==> config.mk <==
export PLATFORM = sky130hd
export DESIGN_NAME = hazard_grid_accumulator
export DESIGN_NICKNAME = d
export VERILOG_FILES = /design/src/rtl/hazard_grid_pkg.sv /design/src/rtl/hazard_row_mask.sv /design/src/rtl/hazard_grid_accumulator.sv
export SDC_FILE = /design/constraint.sdc
export NUM_CORES = 1
export LEC_CHECK = 0
export ABC_CLOCK_PERIOD_IN_PS = 2500
export CAP_MARGIN = 0
export CORE_UTILIZATION = 45
export DETAILED_ROUTE_END_ITERATION = 6
export PLACE_DENSITY = 0.81
export SYNTH_ARGS = -nofsm -noshare
export SYNTH_HDL_FRONTEND = slang
export SYNTH_HIERARCHICAL = 1
export SYNTH_SLANG_ARGS = --single-unit
==> constraint.sdc <==
create_clock -name clk -period 2.5 [get_ports clk]
set_clock_uncertainty 0.05 [all_clocks]
set_input_delay 0.25 -clock clk [delete_from_list [all_inputs] [get_ports clk]]
set_output_delay 0.25 -clock clk [all_outputs]
set_load 0.03 [all_outputs]
==> src/rtl/hazard_grid_pkg.sv <==
// Shared types and derived-geometry helpers for the hazard occupancy-grid accumulator.
package hazard_grid_pkg;

  typedef enum logic [1:0] {
    ACCEPT = 2'd0,
    PAINT  = 2'd1,
    EMIT   = 2'd2
  } state_e;

  function automatic int grid_rows(input int coord_w, input int cell_h_log2);
    return 1 << (coord_w - cell_h_log2);
  endfunction

  function automatic int grid_cols(input int coord_w, input int cell_w_log2);
    return 1 << (coord_w - cell_w_log2);
  endfunction

  function automatic int count_width(input int max_hazards);
    return $clog2(max_hazards + 1);
  endfunction

endpackage

==> src/rtl/hazard_row_mask.sv <==
// Turns an inclusive column-index range into a contiguous per-row cell mask.
module hazard_row_mask #(
  parameter int COL_IDX_W = 3
) (
  input  logic [COL_IDX_W-1:0]      col_lo_i,
  input  logic [COL_IDX_W-1:0]      col_hi_i,
  output logic [(1<<COL_IDX_W)-1:0] mask_o
);

  localparam int NCOLS = 1 << COL_IDX_W;

  always_comb begin
    for (int c = 0; c < NCOLS; c++) begin
      mask_o[c] = (c >= int'(col_lo_i)) && (c <= int'(col_hi_i));
    end
  end

endmodule

==> src/rtl/hazard_grid_accumulator.sv <==
// Streams hazard boxes in, paints one coarse grid row per cycle, and emits the
// merged per-frame occupancy map with box count and error flags.
module hazard_grid_accumulator
  import hazard_grid_pkg::*;
#(
  parameter int COORD_W     = 5,
  parameter int CELL_W_LOG2 = 2,
  parameter int CELL_H_LOG2 = 3,
  parameter int MAX_HAZARDS = 16
) (
  input  logic                       clk,
  input  logic                       rst,
  input  logic                       in_valid,
  output logic                       in_ready,
  input  logic [COORD_W-1:0]         in_top,
  input  logic [COORD_W-1:0]         in_left,
  input  logic [COORD_W-1:0]         in_bottom,
  input  logic [COORD_W-1:0]         in_right,
  input  logic                       in_last,
  output logic                       out_valid,
  input  logic                       out_ready,
  output logic [grid_rows(COORD_W, CELL_H_LOG2)*grid_cols(COORD_W, CELL_W_LOG2)-1:0] out_map,
  output logic [count_width(MAX_HAZARDS)-1:0] out_count,
  output logic                       out_overflow,
  output logic                       out_malformed
);

  localparam int ROW_W     = COORD_W - CELL_H_LOG2;
  localparam int COL_W     = COORD_W - CELL_W_LOG2;
  localparam int GRID_ROWS = grid_rows(COORD_W, CELL_H_LOG2);
  localparam int GRID_COLS = grid_cols(COORD_W, CELL_W_LOG2);
  localparam int CNT_W     = count_width(MAX_HAZARDS);
  localparam logic [CNT_W-1:0] CNT_MAX = CNT_W'(MAX_HAZARDS);

  state_e                             state_q, state_d;
  logic [GRID_ROWS-1:0][GRID_COLS-1:0] map_q, map_d;
  logic [CNT_W-1:0]                   count_q, count_d;
  logic                               ovf_q, ovf_d;
  logic                               mal_q, mal_d;
  logic [ROW_W-1:0]                   cur_row_q, cur_row_d;
  logic [ROW_W-1:0]                   row_hi_q, row_hi_d;
  logic [COL_W-1:0]                   col_lo_q, col_lo_d;
  logic [COL_W-1:0]                   col_hi_q, col_hi_d;
  logic                               last_q, last_d;

  logic                 box_malformed;
  logic                 box_paints;
  logic [GRID_COLS-1:0] row_mask;

  hazard_row_mask #(.COL_IDX_W(COL_W)) u_row_mask (
    .col_lo_i (col_lo_q),
    .col_hi_i (col_hi_q),
    .mask_o   (row_mask)
  );

  assign in_ready      = (state_q == ACCEPT) && !rst;
  assign out_valid     = (state_q == EMIT);
  assign out_map       = map_q;
  assign out_count     = count_q;
  assign out_overflow  = ovf_q;
  assign out_malformed = mal_q;

  assign box_malformed = (in_top > in_bottom) || (in_left > in_right);
  assign box_paints    = !box_malformed && (count_q != CNT_MAX);

  // NOTE: every signal gets its default before the case so no path leaves one unassigned (no latches).
  always_comb begin
    state_d   = state_q;
    map_d     = map_q;
    count_d   = count_q;
    ovf_d     = ovf_q;
    mal_d     = mal_q;
    cur_row_d = cur_row_q;
    row_hi_d  = row_hi_q;
    col_lo_d  = col_lo_q;
    col_hi_d  = col_hi_q;
    last_d    = last_q;
    unique case (state_q)
      ACCEPT: begin
        if (in_valid && in_ready) begin
          cur_row_d = in_top[COORD_W-1:CELL_H_LOG2];
          row_hi_d  = in_bottom[COORD_W-1:CELL_H_LOG2];
          col_lo_d  = in_left[COORD_W-1:CELL_W_LOG2];
          col_hi_d  = in_right[COORD_W-1:CELL_W_LOG2];
          last_d    = in_last;
          if (box_malformed) mal_d = 1'b1;
          // A box arriving with the counter already full is counted as overflow only.
          if (count_q == CNT_MAX) ovf_d = 1'b1;
          else                    count_d = count_q + CNT_W'(1);
          if (box_paints)   state_d = PAINT;
          else if (in_last) state_d = EMIT;
        end
      end
      PAINT: begin
        map_d[cur_row_q] = map_q[cur_row_q] | row_mask;
        if (cur_row_q == row_hi_q) state_d = last_q ? EMIT : ACCEPT;
        else                       cur_row_d = cur_row_q + ROW_W'(1);
      end
      EMIT: begin
        if (out_ready) begin
          state_d = ACCEPT;
          map_d   = '0;
          count_d = '0;
          ovf_d   = 1'b0;
          mal_d   = 1'b0;
        end
      end
      default: state_d = ACCEPT;
    endcase
  end

  // NOTE: the grid is plain flops, not a RAM, so it is cleared by the async reset like any other state.
  always_ff @(posedge clk or posedge rst) begin
    if (rst) begin
      state_q   <= ACCEPT;
      map_q     <= '0;
      count_q   <= '0;
      ovf_q     <= 1'b0;
      mal_q     <= 1'b0;
      cur_row_q <= '0;
      row_hi_q  <= '0;
      col_lo_q  <= '0;
      col_hi_q  <= '0;
      last_q    <= 1'b0;
    end else begin
      // NOTE: non-blocking updates so every register sees the pre-edge value of the others.
      state_q   <= state_d;
      map_q     <= map_d;
      count_q   <= count_d;
      ovf_q     <= ovf_d;
      mal_q     <= mal_d;
      cur_row_q <= cur_row_d;
      row_hi_q  <= row_hi_d;
      col_lo_q  <= col_lo_d;
      col_hi_q  <= col_hi_d;
      last_q    <= last_d;
    end
  end

endmodule

Word-level counts from Yosys, hierarchy flattened. Index checks and enable logic that the tools add are counted.

Add/subtract/negate cells: 2. Order comparisons: 18. Eq/ne operators: 13. Mux-type cells: 28. Bitwise gates (word level): 1. Reduce and logical (&&, ||, !) cells: 24.

Operators with widths (count): $pmux W32 S2 (1); $bwmux W32 (1); $mux W32 (1); $bmux W8 S2 (1); $demux W8 S2 (1); $mux W2 (8); $mux W8 (2); $reduce_and A4 Y1 (4); $mux W5 (3); $le A3 B3 Y1 const A (4); $gt A5 B5 Y1 (2); $logic_and A1 B1 Y1 (10); $pmux W5 S2 (1); $ge A3 B3 Y1 const A (3); $ne A2 B2 Y1 const B (4); $or A8 B8 Y8 (1); $ge A1 B3 Y1 const A (2); $ge A2 B3 Y1 const A (2); $le A2 B3 Y1 const A (2); $ne A2 B1 Y1 const B (3); $pmux W2 S3 (1); $reduce_bool A2 Y1 (3); $add A5 B1 Y5 const B (1); $eq A5 B5 Y1 const B (1); other kinds (17) (24).

Register bits: 52. Input bits: 25. Output and inout bits: 41. Word-level logic and storage cells: 99.

Longest topological paths before layout. Gate-level depths: netlist of run 1.

Depth in word-level cells: 7. Mapped depth: 7. Gate-level depth less buffers: 7.

By module. Netlist of run 1, hierarchy kept.

Modules (own cells, without submodules): hazard_grid_accumulator (instances 1, cells an instance 268, area each 2648.8 um2, seq. area each 1301.2 um2); hazard_row_mask (instances 1, cells an instance 14, area each 81.3 um2, seq. area each 0.0 um2).

Worst setup path after synthesis of run 1. No wires, ideal clock.

Path type: register to register. From: register state_q[0]. To: register cur_row_q[0]. Library setup time: 94 ps. Arrival: 1954 ps. Data required time: 2356 ps. Setup slack: 402 ps. Stages on the path, launching flop included: 7. Buffers on the path: 1. Clock period less this slack: 2098 ps. Cells stage by stage: dfrtp_1 > buf_6 > nor3_1 > nand2_1 > nand2_1 > nor2_1 > a211oi_1.

Cells in the longest elaborated chain, start to end: 5. Elaborated cells between the ends (all ways): 9. Those cells by class: eq/ne (3); mux (1); reduce/logical (5).

Ends and longest elaborated chain: from (decl) (line hazard_grid_accumulator.sv:35) `state_e state_q, state_d;`; from (signal assigned) (line hazard_grid_accumulator.sv:127) `state_q <= state_d;`; $logic_not A2 Y1 (line hazard_grid_accumulator.sv:56) `assign in_ready = (state_q == ACCEPT) && !rst;`; $logic_and A1 B1 Y1 (line hazard_grid_accumulator.sv:56); named net in_ready (line hazard_grid_accumulator.sv:14) `output logic in_ready,`; $logic_and A1 B1 Y1 (line hazard_grid_accumulator.sv:80) `if (in_valid && in_ready) begin`; $ne A2 B1 Y1 (no source line); $reduce_and A3 Y1 (no source line); to (signal assigned) (line hazard_grid_accumulator.sv:132) `cur_row_q <= cur_row_d;`; to (decl) (line hazard_grid_accumulator.sv:40) `logic [ROW_W-1:0] cur_row_q, cur_row_d;`.

The timed path passes the listed nets, and every way through them passes these cells. A chain may end at the register's enable or synchronous reset.

Worst setup path after layout of run 1.
From: register state_q[0]. To: output in_ready.

Cells in the longest elaborated chain, start to end: 2.

Ends and longest elaborated chain (line): $logic_not A2 Y1 (hazard_grid_accumulator.sv:56); $logic_and A1 B1 Y1 (hazard_grid_accumulator.sv:56); to (decl) (hazard_grid_accumulator.sv:14).

Every way passes these cells.

==> flow_summary.toml, run 1 <==
[sta]
final.period_utilization_pct = 87.1
tightest_slew_ns = 0.624
setup_viol = 0
hold_viol = 0
drv_slew = 0
tns_ns = 0
slew_headroom_pct = 57.8
rsz0062_at_grt = "false"
fmax_ghz = 0.459
holdWs_ns = 0.225
period_needed_ns = 2.18

[power_and_ir_drop]
ir_drop_v = 0.000616
p_leak_nw = 1.62
power.density_mw_per_mm2 = 1210
power.total_mw = 4.38

[clock_tree]
insertion_delay_ns = 0.32
cts_buffers = 5
cts_tree = "built"
cts_resized = 0
hold_buffers = 0
post-cts-setup-buffers = 0
cts_sinks = 52
root_buffer = "clkbuf_8"
clk_pin_slew_ns = 0.10
clock_path_buffers = 2
cts_max_level = 2

[drt]
drt_iter0_drc = 200
wl_per_cell_um = 15.5
drtAntennaViolNets = 0
drt-pass1-iter-count = 4
vias = 2424
vias_per_cell = 5.59
drc = 0
wirelength_um = 6710

[cells_and_area]
final_cell_mix = "clkdlybuf4s50_1, nand2_1, dfrtp_1"
syn_to_final_growth_pct = 32.9
fillers = 478
diodes = 0
final_nets = 399
drive_gt1_share_pct = 9.47
final_common_cell = "clkdlybuf4s50_1"
stdcell_count = 434

[floorplan]
initial_core_util_pct = 46.4
chipHeight_um = 79.9
pin_count = 66
rows = 28
coreArea_mm2 = 0.00589
die_width_um = 79.9
die_area_mm2 = 0.00638

[grt]
grt_pass1_wl_um = 11100
antenna_found_initial = 0
gr-usage-met3_pct = 4.34
grt_max_degree = 45
grt_busiest_layer = "met2"
gr-total-overflow = 0
grt_use_met1_pct = 27.8
grt_pass1_vias = 2381
track_usage_pct = 23.0
met2_usage_pct = 40.6

[placed_design]
place_congestion = 0.861
hpwl_um = 5060
placedCellCount = 426
port_buffers = 65

[setup_path]
worst_path_dominant_cell_family = "buffers and inverters"
critical_path_class = "flip-flop to output port"
crit_arrival_ns = 1.88
r2r_start = "out_count[0]"
crit_path_max_incr_delay_ns = 0.73
critPathMaxFanout = 11
critPathCaptureType = "output port"
crit_chain = "nor3_1 -> clkdlybuf4s50_1"
slowest_stage = "clkdlybuf4s50_1"
start_kind = "flip-flop"
crit_start = "state_q[0]"
path_buf_inv = 1
critPathRequiredTime_ns = 2.20

[yosys]
ys_ff_latch = 52
synth-async-reset-ratio_pct = 100
synth.cell_area_mm2 = 0.00273
synth_edf_count = 0
synth_cell_types = 38
synthCells = 282
syn_avg_cell_area_um2 = 9.68
syn_nets = 323
synth-main-ff-cell = "dfrtp_1"
yosysSeqAreaShare_pct = 47.7
ys_warn_count = 6

[worst_hold_path]
hold_path_class = "input pin to asynchronous set/reset pin"

[run]
drv_cap = 0

[run_status]
outcome = "completed"
[per-layer routing]
metal  wire [um]  vias to the layer above
li1            -                     1133
met1        2630                     1181
met2        3610                       94
met3         336                       16
met4         128                        0
met5           0                        -
[per-stage QoR]
stage	util [%]	instance area, um^2	worst slack [ns]
3_3_place_gp	60.0	3530	0.237
3_5_place_dp	60.0	3530	0.173
2_1_floorplan	-	2730	0.402
4_1_cts	61.6	3630	0.334
6_report	61.6	3630	0.323
5_1_grt	61.6	3630	0.264
[power breakdown]
part,internal (mW),leakage [nW],total (mW),switching [mW]
Combinational,0.991,0.879,2.32,1.33
Clock,0.207,0.0491,0.511,0.305
Sequential,1.17,0.694,1.55,0.377
[Yosys cell counts (all sizes together) (3+ instances only)]
cell / count / area share (%)
clkbuf: 3 / 0.41
dfrtp: 52 / 48
inv: 17 / 2.3
o21ai: 44 / 8.1
buf: 4 / 0.96
ha: 16 / 7.3
nand2: 61 / 8.4
a21oi: 14 / 2.6
nor3: 6 / 1.1
a211oi: 3 / 1.2
nor2: 20 / 2.7
mux4: 8 / 6.6
and2: 3 / 0.69
nand2b: 3 / 0.78
[worst paths after layout]
path / endpoint / slack (ns) / cells past startpoint
max in group asynchronous: out_map[19] / 1.67 / 3
worst max register to register: out_count[1] / 0.58 / 7
worst max-delay path: in_ready / 0.32 / 2
worst min-delay path: out_overflow / 0.23 / 2
worst min register to register: last_q / 0.46 / 2
min in group clk: last_q / 0.46 / 2
[worst reg2reg max path, cell delays in order (launching register included)]
cell and delay [ns]:
dfrtp_1 0.43, inv_1 0.09, ha_1 0.13, nor4bb_1 0.51, nand2b_2 0.28, a21oi_1 0.11
nand3b_1 0.11, o21ai_0 0.08
[layout make-up]
type | instances | area [um^2] | share of cell area, %
multi-input combinational | 206 | 1330 | 36.6
sequential | 52 | 1300 | 35.9
timing repair buffer | 76 | 746 | 20.6
tap | 75 | 93.8 | 2.59
clock buffer | 5 | 68.8 | 1.90
inverter | 17 | 63.8 | 1.76
clock inverter | 3 | 26.3 | 0.724
[registers in the layout, indices dropped and copies added, names as in the netlist, 2 cells and up]
register   count
out_map       32
row_hi_q       2
col_hi_q       3
col_lo_q       3
cur_row_q      2
state_q        2
out_count      5
[cell families after synthesis]
kind of cell	share of synthesized area [%]
buffers and inverters	3.71
and+or+nand+nor	17.6
xor gates and xnor gates	1.28
AOI/OAI and AO/OA	15.1
muxes	7.33
DFF	47.7
adders and majority gates	7.33
No activity file was read; power rests on OpenSTA's default activity.
==> inputs of run 2 (changes only) <==
--- a/config.mk
+++ b/config.mk
@@ -7,9 +7,9 @@
 export LEC_CHECK = 0
 export ABC_CLOCK_PERIOD_IN_PS = 2500
 export CAP_MARGIN = 0
-export CORE_UTILIZATION = 45
+export CORE_UTILIZATION = 50
 export DETAILED_ROUTE_END_ITERATION = 6
-export PLACE_DENSITY = 0.81
+export PLACE_DENSITY = 0.88
 export SYNTH_ARGS = -nofsm -noshare
 export SYNTH_HDL_FRONTEND = slang
 export SYNTH_HIERARCHICAL = 1
==> flow_summary.toml, run 2 (synthesis gave the netlist of run 1 again) <==
[run_status]
outcome = "completed"

[drt]
wirelength_um = 6640
drt_iter0_drc = 210
drtAntennaViolNets = 0
vias_per_cell = 5.72
drc = 0
vias = 2450
wl_per_cell_um = 15.5
drt-pass1-iter-count = 4

[setup_path]
critPathMaxFanout = 11
start_kind = "flip-flop"
critPathCaptureType = "output port"
critPathRequiredTime_ns = 2.20
path_buf_inv = 1
crit_arrival_ns = 1.86
crit_start = "state_q[0]"
regToRegSetupSlack_ns = 0.54
crit_path_max_incr_delay_ns = 0.69
crit_chain = "and2b_1 -> clkdlybuf4s50_1"
path_depth = 2
cp-endpoint = "out_valid"
critical_path_class = "flip-flop to output port"
reg2regPathDepth = 6
worst_path_dominant_cell_family = "buffers and inverters"
timing.rr.end = "out_map[8]"
slowest_stage = "clkdlybuf4s50_1"
r2r_start = "state_q[0]"

[clock_tree]
clock_path_buffers = 2
cts_buffers = 5
hold_buffers = 0
post-cts-setup-buffers = 0
root_buffer = "clkbuf_8"
cts_resized = 0
clk_pin_slew_ns = 0.09
cts_sinks = 52
cts_tree = "built"
cts_max_level = 2
insertion_delay_ns = 0.31

[sta]
tns_ns = 0
drv_slew = 0
fmax_ghz = 0.462
rsz0062_at_grt = "false"
hold_viol = 0
setup_viol = 0
tightest_slew_ns = 0.625
period_needed_ns = 2.16
slew_headroom_pct = 58.4
final.period_utilization_pct = 86.6

[placed_design]
placed_area_mm2 = 0.00352
hpwl_um = 5050
place_congestion = 0.810
port_buffers = 65

[cells_and_area]
final_cell_mix = "clkdlybuf4s50_1, nand2_1, dfrtp_1"
syn_to_final_growth_pct = 32.1
drive_gt1_share_pct = 8.94
design_area_mm2 = 0.00361
multi_input_comb_area_mm2 = 0.00133
fillers = 374
final_common_cell = "clkdlybuf4s50_1"
final_nets = 398
diodes = 0
seqCellArea_mm2 = 0.00130
largest_reg_flops = 32

[grt]
grt_max_degree = 47
grt_pass1_vias = 2322
grt_pass1_wl_um = 10700
track_usage_pct = 25.1
antenna_found_initial = 0
gr-total-overflow = 0

[run]
drv_cap = 0

[floorplan]
rows = 26
coreArea_mm2 = 0.00517
chipHeight_um = 75.9
die_area_mm2 = 0.00576
initial_core_util_pct = 52.8
pin_count = 66
die_width_um = 75.9

[power_and_ir_drop]
p_leak_nw = 1.61
power.density_mw_per_mm2 = 1200
ir_drop_v = 0.000511

[worst_hold_path]
hold_path_class = "input pin to asynchronous set/reset pin"
[run 2: cell type report]
class / instances / share of cell area, %
multi-input cells: 206 / 36.8
flip-flops and latches: 52 / 36.1
repair buffers: 75 / 20.5
well taps: 70 / 2.43
clock buffers: 6 / 2.01
inverters: 17 / 1.77
clock inverters: 2 / 0.451
[run 2: how the worst min path moves through the flow]
stage	from	endpoint	slack [ns]	cells past startpoint
final	rst	out_overflow	0.21	2
after floorplan	in_left[2]	col_lo_q[0]	0.31	2
after CTS	rst	out_overflow	0.21	2
after detailed placement	last_q	last_q	0.42	2
after global placement	last_q	last_q	0.42	2
after global routing	rst	out_overflow	0.22	2
[run 2: stage by stage]
step | cells | hold slack (ns) | util, % | setup slack [ns] | total power [mW]
floorplan | 282 | 0.305 | - | 0.402 | 2.93
global placement | 420 | 0.416 | 68.0 | 0.240 | 3.77
detailed placement | 420 | 0.419 | 68.0 | 0.193 | 3.86
CTS | 428 | 0.213 | 69.7 | 0.339 | 4.33
global route | 428 | 0.219 | 69.7 | 0.252 | 4.62
finish | 428 | 0.208 | 69.7 | 0.336 | 4.34
[run 2: power by group]
| part | total (mW) | internal, mW | switching [mW] |
|---|---|---|---|
| sequential | 1.62 | 1.17 | 0.447 |
| combinational | 2.25 | 0.974 | 1.27 |
| clock | 0.480 | 0.200 | 0.280 |
| total | 4.34 | 2.35 | 2.00 |
[run 2: routing by layer]
layer / share of wire (%) / GRT usage (%)
met1: 40 / 31.0
met2: 51 / 43.2
met3: 6.2 / 3.97
met4: 2.6 / 11.7
met5: 0 / 0
